`config.mk`:
```
export PLATFORM = sky130hd
export DESIGN_NAME = mc_control_fsm_flat
export DESIGN_NICKNAME = d
export VERILOG_FILES = /design/src/rtl/mc_pkg.sv /design/src/rtl/mc_control_fsm_if.sv /design/src/rtl/mc_perf_counters.sv /design/src/rtl/mc_control_fsm.sv /design/src/flat_wrapper.sv
export SDC_FILE = /design/constraint.sdc
export NUM_CORES = 1
export LEC_CHECK = 0
export CAP_MARGIN = 20
export CORE_UTILIZATION = 33
export CTS_BUF_LIST = sky130_fd_sc_hd__clkbuf_2 sky130_fd_sc_hd__clkbuf_4 sky130_fd_sc_hd__clkbuf_8
export DETAILED_ROUTE_END_ITERATION = 12
export PLACE_DENSITY = 0.91
export SYNTH_ARGS = -nofsm -noshare
export SYNTH_HDL_FRONTEND = slang
export SYNTH_SLANG_ARGS = --single-unit
```
`constraint.sdc`:
```
create_clock -name clk -period 1.8 [get_ports clk]
set_input_delay 0.18 -clock clk [delete_from_list [all_inputs] [get_ports clk]]
set_output_delay 0.18 -clock clk [all_outputs]
set_load 0.02 [all_outputs]
```
`src/rtl/mc_pkg.sv`:
```
// Shared encodings for the multi-cycle RV32I control unit: states, opcodes
// and datapath select values.
package mc_pkg;

  typedef enum logic [2:0] {
    S_INIT = 3'd0,
    S_IF   = 3'd1,
    S_ID   = 3'd2,
    S_EX   = 3'd3,
    S_MEM  = 3'd4,
    S_WB   = 3'd5,
    S_HALT = 3'd6
  } state_t;

  localparam logic [6:0] OP_R      = 7'b0110011;
  localparam logic [6:0] OP_I      = 7'b0010011;
  localparam logic [6:0] OP_LW     = 7'b0000011;
  localparam logic [6:0] OP_SW     = 7'b0100011;
  localparam logic [6:0] OP_BRANCH = 7'b1100011;
  localparam logic [6:0] OP_JAL    = 7'b1101111;
  localparam logic [6:0] OP_JALR   = 7'b1100111;
  localparam logic [6:0] OP_ECALL  = 7'b1110011;

  localparam logic [1:0] ALUOP_ADD = 2'b00;
  localparam logic [1:0] ALUOP_BR  = 2'b01;
  localparam logic [1:0] ALUOP_R   = 2'b10;
  localparam logic [1:0] ALUOP_I   = 2'b11;

  localparam logic       SRCA_PC   = 1'b0;
  localparam logic       SRCA_RS1  = 1'b1;

  localparam logic [1:0] SRCB_RS2  = 2'b00;
  localparam logic [1:0] SRCB_FOUR = 2'b01;
  localparam logic [1:0] SRCB_IMM  = 2'b10;

  localparam logic [1:0] M2R_ALU   = 2'b00;
  localparam logic [1:0] M2R_MDR   = 2'b01;
  localparam logic [1:0] M2R_PC4   = 2'b10;

endpackage

```
`src/rtl/mc_control_fsm_if.sv`:
```
// Control bundle between the control FSM (master) and the multi-cycle
// datapath/memory (slave).
interface mc_control_fsm_if;
  logic [6:0] opcode;
  logic       bcond;
  logic       mem_ready;
  logic       halt_req;
  logic       pc_write;
  logic       pc_write_cond;
  logic       lorD;
  logic       mem_read;
  logic       mem_write;
  logic       ir_write;
  logic [1:0] mem_to_reg;
  logic       pc_source;
  logic       write_enable;
  logic       ALUsrc_A;
  logic [1:0] ALUsrc_B;
  logic [1:0] aluop;
  logic       is_halted;
  logic [2:0] cur_state;

  modport master (
    input  opcode, bcond, mem_ready, halt_req,
    output pc_write, pc_write_cond, lorD, mem_read, mem_write, ir_write,
           mem_to_reg, pc_source, write_enable, ALUsrc_A, ALUsrc_B, aluop,
           is_halted, cur_state
  );

  modport slave (
    output opcode, bcond, mem_ready, halt_req,
    input  pc_write, pc_write_cond, lorD, mem_read, mem_write, ir_write,
           mem_to_reg, pc_source, write_enable, ALUsrc_A, ALUsrc_B, aluop,
           is_halted, cur_state
  );
endinterface

```
`src/rtl/mc_perf_counters.sv`:
```
// Free-running active-cycle and retired-instruction counters; both wrap
// modulo 2^CNT_W.
module mc_perf_counters #(
  parameter int CNT_W = 32
) (
  input  logic             clk,
  input  logic             reset,
  input  logic             active,
  input  logic             retire,
  output logic [CNT_W-1:0] cycle_count,
  output logic [CNT_W-1:0] instr_count
);

  always_ff @(posedge clk or posedge reset) begin
    if (reset) begin
      cycle_count <= '0;
      instr_count <= '0;
    end else begin
      if (active) cycle_count <= cycle_count + 1'b1;
      if (retire) instr_count <= instr_count + 1'b1;
    end
  end

endmodule

```
`src/rtl/mc_control_fsm.sv`:
```
// Multi-cycle RV32I control FSM driving all datapath enables and selects.
// Define MC_CTRL_PERF_EN to build the cycle/instruction performance counters.
module mc_control_fsm
  import mc_pkg::*;
#(
  parameter bit MEM_HANDSHAKE = 1'b1,
  parameter int CNT_W         = 32
) (
  input  logic               clk,
  input  logic               reset,
  mc_control_fsm_if.master   bus,
  output logic [CNT_W-1:0]   cycle_count,
  output logic [CNT_W-1:0]   instr_count
);

  state_t state_q, state_d;
  logic   mem_done;
  logic   next_seq;

  assign mem_done      = MEM_HANDSHAKE ? bus.mem_ready : 1'b1;
  assign bus.cur_state = state_q;

  // NOTE: state registers use non-blocking assignment so every flop samples
  // pre-edge values regardless of block ordering.
  always_ff @(posedge clk or posedge reset) begin
    if (reset) state_q <= S_INIT;
    else       state_q <= state_d;
  end

  // NOTE: every output gets a default first; a missed branch then yields 0
  // instead of an inferred latch.
  always_comb begin
    state_d           = state_q;
    next_seq          = 1'b0;
    bus.pc_write      = 1'b0;
    bus.pc_write_cond = 1'b0;
    bus.lorD          = 1'b0;
    bus.mem_read      = 1'b0;
    bus.mem_write     = 1'b0;
    bus.ir_write      = 1'b0;
    bus.mem_to_reg    = M2R_ALU;
    bus.pc_source     = 1'b0;
    bus.write_enable  = 1'b0;
    bus.ALUsrc_A      = SRCA_PC;
    bus.ALUsrc_B      = SRCB_RS2;
    bus.aluop         = ALUOP_ADD;
    bus.is_halted     = 1'b0;

    case (state_q)
      S_INIT: state_d = S_IF;

      S_IF: begin
        bus.mem_read = 1'b1;
        bus.ir_write = mem_done;
        if (mem_done) state_d = S_ID;
      end

      // ALUOut captures PC+imm here for branches and JAL
      S_ID: begin
        bus.ALUsrc_B = SRCB_IMM;
        case (bus.opcode)
          OP_ECALL: begin
            if (bus.halt_req) state_d = S_HALT;
            else begin
              next_seq = 1'b1;
              state_d  = S_IF;
            end
          end
          OP_JAL: state_d = S_WB;
          OP_R, OP_I, OP_LW, OP_SW, OP_BRANCH, OP_JALR: state_d = S_EX;
          default: begin
            next_seq = 1'b1;
            state_d  = S_IF;
          end
        endcase
      end

      S_EX: begin
        bus.ALUsrc_A = SRCA_RS1;
        state_d      = S_WB;
        case (bus.opcode)
          OP_R: bus.aluop = ALUOP_R;
          OP_I: begin
            bus.ALUsrc_B = SRCB_IMM;
            bus.aluop    = ALUOP_I;
          end
          OP_LW, OP_SW: begin
            bus.ALUsrc_B = SRCB_IMM;
            state_d      = S_MEM;
          end
          OP_JALR: bus.ALUsrc_B = SRCB_IMM;
          OP_BRANCH: begin
            bus.aluop         = ALUOP_BR;
            bus.pc_write_cond = 1'b1;
            bus.pc_source     = 1'b1;
            state_d           = bus.bcond ? S_IF : S_WB;
          end
          default: state_d = S_IF;
        endcase
      end

      S_MEM: begin
        bus.lorD = 1'b1;
        state_d  = S_IF;
        if (bus.opcode == OP_SW) begin
          bus.mem_write = 1'b1;
          next_seq      = mem_done;
          if (!mem_done) state_d = S_MEM;
        end else if (bus.opcode == OP_LW) begin
          bus.mem_read = 1'b1;
          state_d      = mem_done ? S_WB : S_MEM;
        end
      end

      S_WB: begin
        state_d = S_IF;
        case (bus.opcode)
          OP_R, OP_I: begin
            bus.write_enable = 1'b1;
            next_seq         = 1'b1;
          end
          OP_LW: begin
            bus.write_enable = 1'b1;
            bus.mem_to_reg   = M2R_MDR;
            next_seq         = 1'b1;
          end
          OP_JAL, OP_JALR: begin
            bus.write_enable = 1'b1;
            bus.mem_to_reg   = M2R_PC4;
            bus.pc_write     = 1'b1;
            bus.pc_source    = 1'b1;
          end
          OP_BRANCH: next_seq = 1'b1;
          default: ;
        endcase
      end

      S_HALT: bus.is_halted = 1'b1;

      default: state_d = S_INIT;
    endcase

    // Sequential fall-through: PC <= PC + 4 straight from the ALU
    if (next_seq) begin
      bus.pc_write  = 1'b1;
      bus.ALUsrc_A  = SRCA_PC;
      bus.ALUsrc_B  = SRCB_FOUR;
      bus.pc_source = 1'b0;
    end
  end

`ifdef MC_CTRL_PERF_EN
  logic active, retire;
  assign active = (state_q != S_INIT) && (state_q != S_HALT);
  assign retire = ((state_d == S_IF) && (state_q inside {S_ID, S_EX, S_MEM, S_WB})) ||
                  ((state_d == S_HALT) && (state_q != S_HALT));

  mc_perf_counters #(.CNT_W(CNT_W)) u_perf (
    .clk         (clk),
    .reset       (reset),
    .active      (active),
    .retire      (retire),
    .cycle_count (cycle_count),
    .instr_count (instr_count)
  );
`else
  assign cycle_count = '0;
  assign instr_count = '0;
`endif

endmodule

```
`src/flat_wrapper.sv`:
```
// flat-port wrapper written by rule: the top's interface ports become plain ports
module mc_control_fsm_flat import mc_pkg::*;
#(
  parameter bit MEM_HANDSHAKE = 1'b1,
  parameter int CNT_W         = 32
)
  (clk, reset, cycle_count, instr_count, bus_opcode, bus_bcond, bus_mem_ready, bus_halt_req, bus_pc_write, bus_pc_write_cond, bus_lorD, bus_mem_read, bus_mem_write, bus_ir_write, bus_mem_to_reg, bus_pc_source, bus_write_enable, bus_ALUsrc_A, bus_ALUsrc_B, bus_aluop, bus_is_halted, bus_cur_state);
  mc_control_fsm_if bus_i ();
  input  logic clk;
  input  logic reset;
  output logic [CNT_W-1:0] cycle_count;
  output logic [CNT_W-1:0] instr_count;
  input wire logic [$bits(bus_i.opcode)-1:0] bus_opcode;
  input wire logic [$bits(bus_i.bcond)-1:0] bus_bcond;
  input wire logic [$bits(bus_i.mem_ready)-1:0] bus_mem_ready;
  input wire logic [$bits(bus_i.halt_req)-1:0] bus_halt_req;
  output wire logic [$bits(bus_i.pc_write)-1:0] bus_pc_write;
  output wire logic [$bits(bus_i.pc_write_cond)-1:0] bus_pc_write_cond;
  output wire logic [$bits(bus_i.lorD)-1:0] bus_lorD;
  output wire logic [$bits(bus_i.mem_read)-1:0] bus_mem_read;
  output wire logic [$bits(bus_i.mem_write)-1:0] bus_mem_write;
  output wire logic [$bits(bus_i.ir_write)-1:0] bus_ir_write;
  output wire logic [$bits(bus_i.mem_to_reg)-1:0] bus_mem_to_reg;
  output wire logic [$bits(bus_i.pc_source)-1:0] bus_pc_source;
  output wire logic [$bits(bus_i.write_enable)-1:0] bus_write_enable;
  output wire logic [$bits(bus_i.ALUsrc_A)-1:0] bus_ALUsrc_A;
  output wire logic [$bits(bus_i.ALUsrc_B)-1:0] bus_ALUsrc_B;
  output wire logic [$bits(bus_i.aluop)-1:0] bus_aluop;
  output wire logic [$bits(bus_i.is_halted)-1:0] bus_is_halted;
  output wire logic [$bits(bus_i.cur_state)-1:0] bus_cur_state;
  assign bus_i.opcode = bus_opcode;
  assign bus_i.bcond = bus_bcond;
  assign bus_i.mem_ready = bus_mem_ready;
  assign bus_i.halt_req = bus_halt_req;
  assign bus_pc_write = bus_i.pc_write;
  assign bus_pc_write_cond = bus_i.pc_write_cond;
  assign bus_lorD = bus_i.lorD;
  assign bus_mem_read = bus_i.mem_read;
  assign bus_mem_write = bus_i.mem_write;
  assign bus_ir_write = bus_i.ir_write;
  assign bus_mem_to_reg = bus_i.mem_to_reg;
  assign bus_pc_source = bus_i.pc_source;
  assign bus_write_enable = bus_i.write_enable;
  assign bus_ALUsrc_A = bus_i.ALUsrc_A;
  assign bus_ALUsrc_B = bus_i.ALUsrc_B;
  assign bus_aluop = bus_i.aluop;
  assign bus_is_halted = bus_i.is_halted;
  assign bus_cur_state = bus_i.cur_state;
  mc_control_fsm #(.MEM_HANDSHAKE(MEM_HANDSHAKE), .CNT_W(CNT_W)) u_core (.clk(clk), .reset(reset), .bus(bus_i), .cycle_count(cycle_count), .instr_count(instr_count));
endmodule
```
==> flow_summary.json <==
{
  "status": "finished, final reports clean",
  "n_antenna_cell": 0,
  "viasPerCell": 4.012,
  "ys.warnings.count": 0,
  "synth_cells": 142,
  "cts.htree.levels": 1,
  "path_cells": "clkdlybuf4s50_1 -> buf_6 -> nand2_4 -> nor4b_4 -> a2111o_1 -> and3_1 -> buf_6",
  "hold_buffers": 0,
  "fp-row-count": 20,
  "drv_slew": 0,
  "worst_path_most_repeated_cell": "buf_6",
  "grt_pass1_wl_mm": 4.022,
  "critPathSlowestCell": "a2111o_1",
  "drtAntennaViolNets": 0,
  "setup_violations": 0,
  "post-route-util": 0.4860,
  "hpwl_mm": 2.178,
  "drt_iter0_drc": 18,
  "synth_area_leader_cell": "buf_4",
  "ys_seq_area_frac": 0.06719,
  "insertion_delay_ps": 230,
  "die_x_um": 60.19,
  "vdd_drop_max_mv": 0.1262,
  "critPathArrivalTime_ps": 1610,
  "critPathMaxStageDelay_ps": 420,
  "finalCriticalPeriod_ps": 1791,
  "clock_sinks": 3,
  "port_buffers": 30,
  "async_flop_share": 1.000,
  "synth_common_cells": "65 x buf_4, 9 x inv_1, 6 x nand2_1",
  "grt_pass1_vias": 894,
  "startpoint_type": "primary input",
  "grt_usage": 0.1460,
  "path_clk_slew_ps": 40,
  "clock_path_buffers": 2,
  "clkPwrFrac": 0.226,
  "power.share.switching": 0.4810,
  "drv_cap": 0,
  "synth_seq_cells": 3,
  "rrSetupSlack_ps": 350,
  "r2r-start": "u_core.bus.cur_state[0]$_DFFE_PP0P_",
  "synth_edf_count": 0,
  "grt_overflow": 0,
  "antenna_found_initial": 0,
  "vias": 1019,
  "worstSetupPathType": "primary input to output pin",
  "yosys.cell_types.count": 40,
  "coreArea_mm2": 0.003128,
  "fin_skew_ps": 3.954,
  "post_drt_wl_per_cell_um": 10.52,
  "final_cells": 254,
  "ys_top_cells_by_area": "buf_4 44%, dfrtp_1 6.7%, inv_1 3.0%",
  "fmax_ghz": 0.5583,
  "largest_reg_flops": 3,
  "crit_buf_inv": 3,
  "fin_ws_ps": 8.852,
  "die_y_um": 60.19,
  "seq_power_share": 0.156,
  "grt_setup_unrepaired": "yes",
  "place_congestion": 0.8694,
  "p_comb_frac": 0.619,
  "fp.dieArea_mm2": 0.003622,
  "netSwitchingPower_uw": 280.5,
  "reg2reg_to": "u_core.bus.cur_state[0]$_DFFE_PP0P_",
  "initial_core_util": 0.3572,
  "critPathTopFamily": "buffers and inverters",
  "cp_max_fo": 6,
  "areaGrowthSynthToFinish_pct": 36.06,
  "pre_cts_ws_ps": -609.1,
  "drt_drc_violations_left": 0,
  "hold_path.class": "primary input to asynchronous set/reset pin",
  "dp_cells": 246,
  "endpoint_kind": "output pin",
  "boundaryPins": 95,
  "cts_tree": "yes",
  "total_power_uw": 583.2,
  "grt_max_degree": 9,
  "cellPowerDensity_mw_per_mm2": 383.6,
  "cts_buffers": 3,
  "first_pass_iters": 4,
  "reg2reg_depth": 6,
  "nets": 223,
  "synth_most_common_cell": "buf_4",
  "fin_crit_sh": 0.9951,
  "hold_viol": 0,
  "layout-drive-gt1-share": 0.3905,
  "required_ps": 1620,
  "synth_ff_type": "dfrtp_1",
  "clockRootBuffer": "clkbuf_4",
  "synthDominantCellAreaShare": 0.4367,
  "avgSynthCellArea_um2": 7.868,
  "post_synth_instance_area_mm2": 0.001117,
  "leakagePower_uw": 0.0008652,
  "finalWirelength_mm": 2.672,
  "p_int_uw": 302.7
}
repair_timing:
item	in CTS	in global routing
gates resized for setup	64	16
gates cloned	0	0
buffers inserted	3	1
hold endpoints to repair	0	0
pin swaps	3	3
endpoints found under the setup margin	16	11
cells by family after synthesis:
logic type	Yosys count	share of synthesized area
other	1	0.003356
DFF	3	0.06719
and+or+nand+nor	41	0.2833
buffers and inverters	81	0.5274
AOI/OAI and AO/OA	16	0.1187
per-layer routing:
layer / GRT usage / wire, µm / up-vias
met5: 0 / 0 / -
met4: 0.05980 / 34 / 0
met3: 0.01082 / 183 / 4
met2: 0.2512 / 1311 / 59
met1: 0.1853 / 1142 / 472
li1: - / - / 484
metrics by stage:
| stage | TNS (ps) | instance area (µm²) | hold slack (ps) |
|---|---|---|---|
| detailed placement | -5889 | 1443 | 369.3 |
| CTS | -29.38 | 1490 | 119.0 |
| global route | -46.89 | 1520 | 142.9 |
| finish | 0 | 1520 | 128.4 |
| global placement | -5786 | 1443 | 374.1 |
| floorplan | 0 | 1354 | -66.36 |
power by group through the flow:
stage | Clock (µW) | Sequential [µW] | Combinational (µW)
6_report | 132 | 90.7 | 361
5_1_grt | 142 | 92.3 | 388
4_1_cts | 138 | 90.1 | 353
3_5_place_dp | 0 | 89.5 | 361
3_3_place_gp | 0 | 89.7 | 359
2_1_floorplan | 0 | 85.0 | 336
worst reg2reg max path, stage by stage, from the launching register on:
cell and delay [ps]:
dfrtp_2 460, inv_2 70, buf_4 140, nor4_2 290
buf_4 170, a41oi_1 40, and3_1 170
placed cells by master, fill, tap and decap left out, types with 2 or more instances in the layout:
cell type	count
conb_1	64
buf_4	43
dlygate4sd2_1	10
inv_1	9
clkdlybuf4s50_1	8
nand2_1	5
nor2_1	4
clkbuf_4	4
buf_2	4
buf_6	4
a211oi_1	3
o21ai_0	3
and3_1	3
nand3_1	3
dfrtp_2	3
nand2_2	2
nor3_2	2
nor4b_4	2
nor3_1	2
a22oi_1	2
clkbuf_2	2
worst max path at each step:
stage,startpoint,endpoint,slack (ps),cells past startpoint
floorplan,u_core.bus.cur_state[1]$_DFFE_PP0P_,bus_aluop[0],10,4
global placement,bus_opcode[5],bus_ALUsrc_B[1],-570,6
detailed placement,bus_opcode[5],bus_ALUsrc_B[1],-610,6
CTS,u_core.bus.cur_state[2]$_DFFE_PP0P_,bus_ALUsrc_B[1],-30,5
global route,bus_opcode[6],bus_ALUsrc_B[1],-40,7
finish,bus_opcode[6],bus_ALUsrc_B[1],9,7
area by class of cell:
cell class | instances | area [µm²]
fillers | 338 | 1608
multi-input cells | 121 | 742.0
repair buffers | 72 | 576.8
flip-flops and latches | 3 | 78.83
well taps | 44 | 55.05
inverters | 10 | 37.54
clock buffers | 4 | 30.03
(Power assumes the default switching activity.)
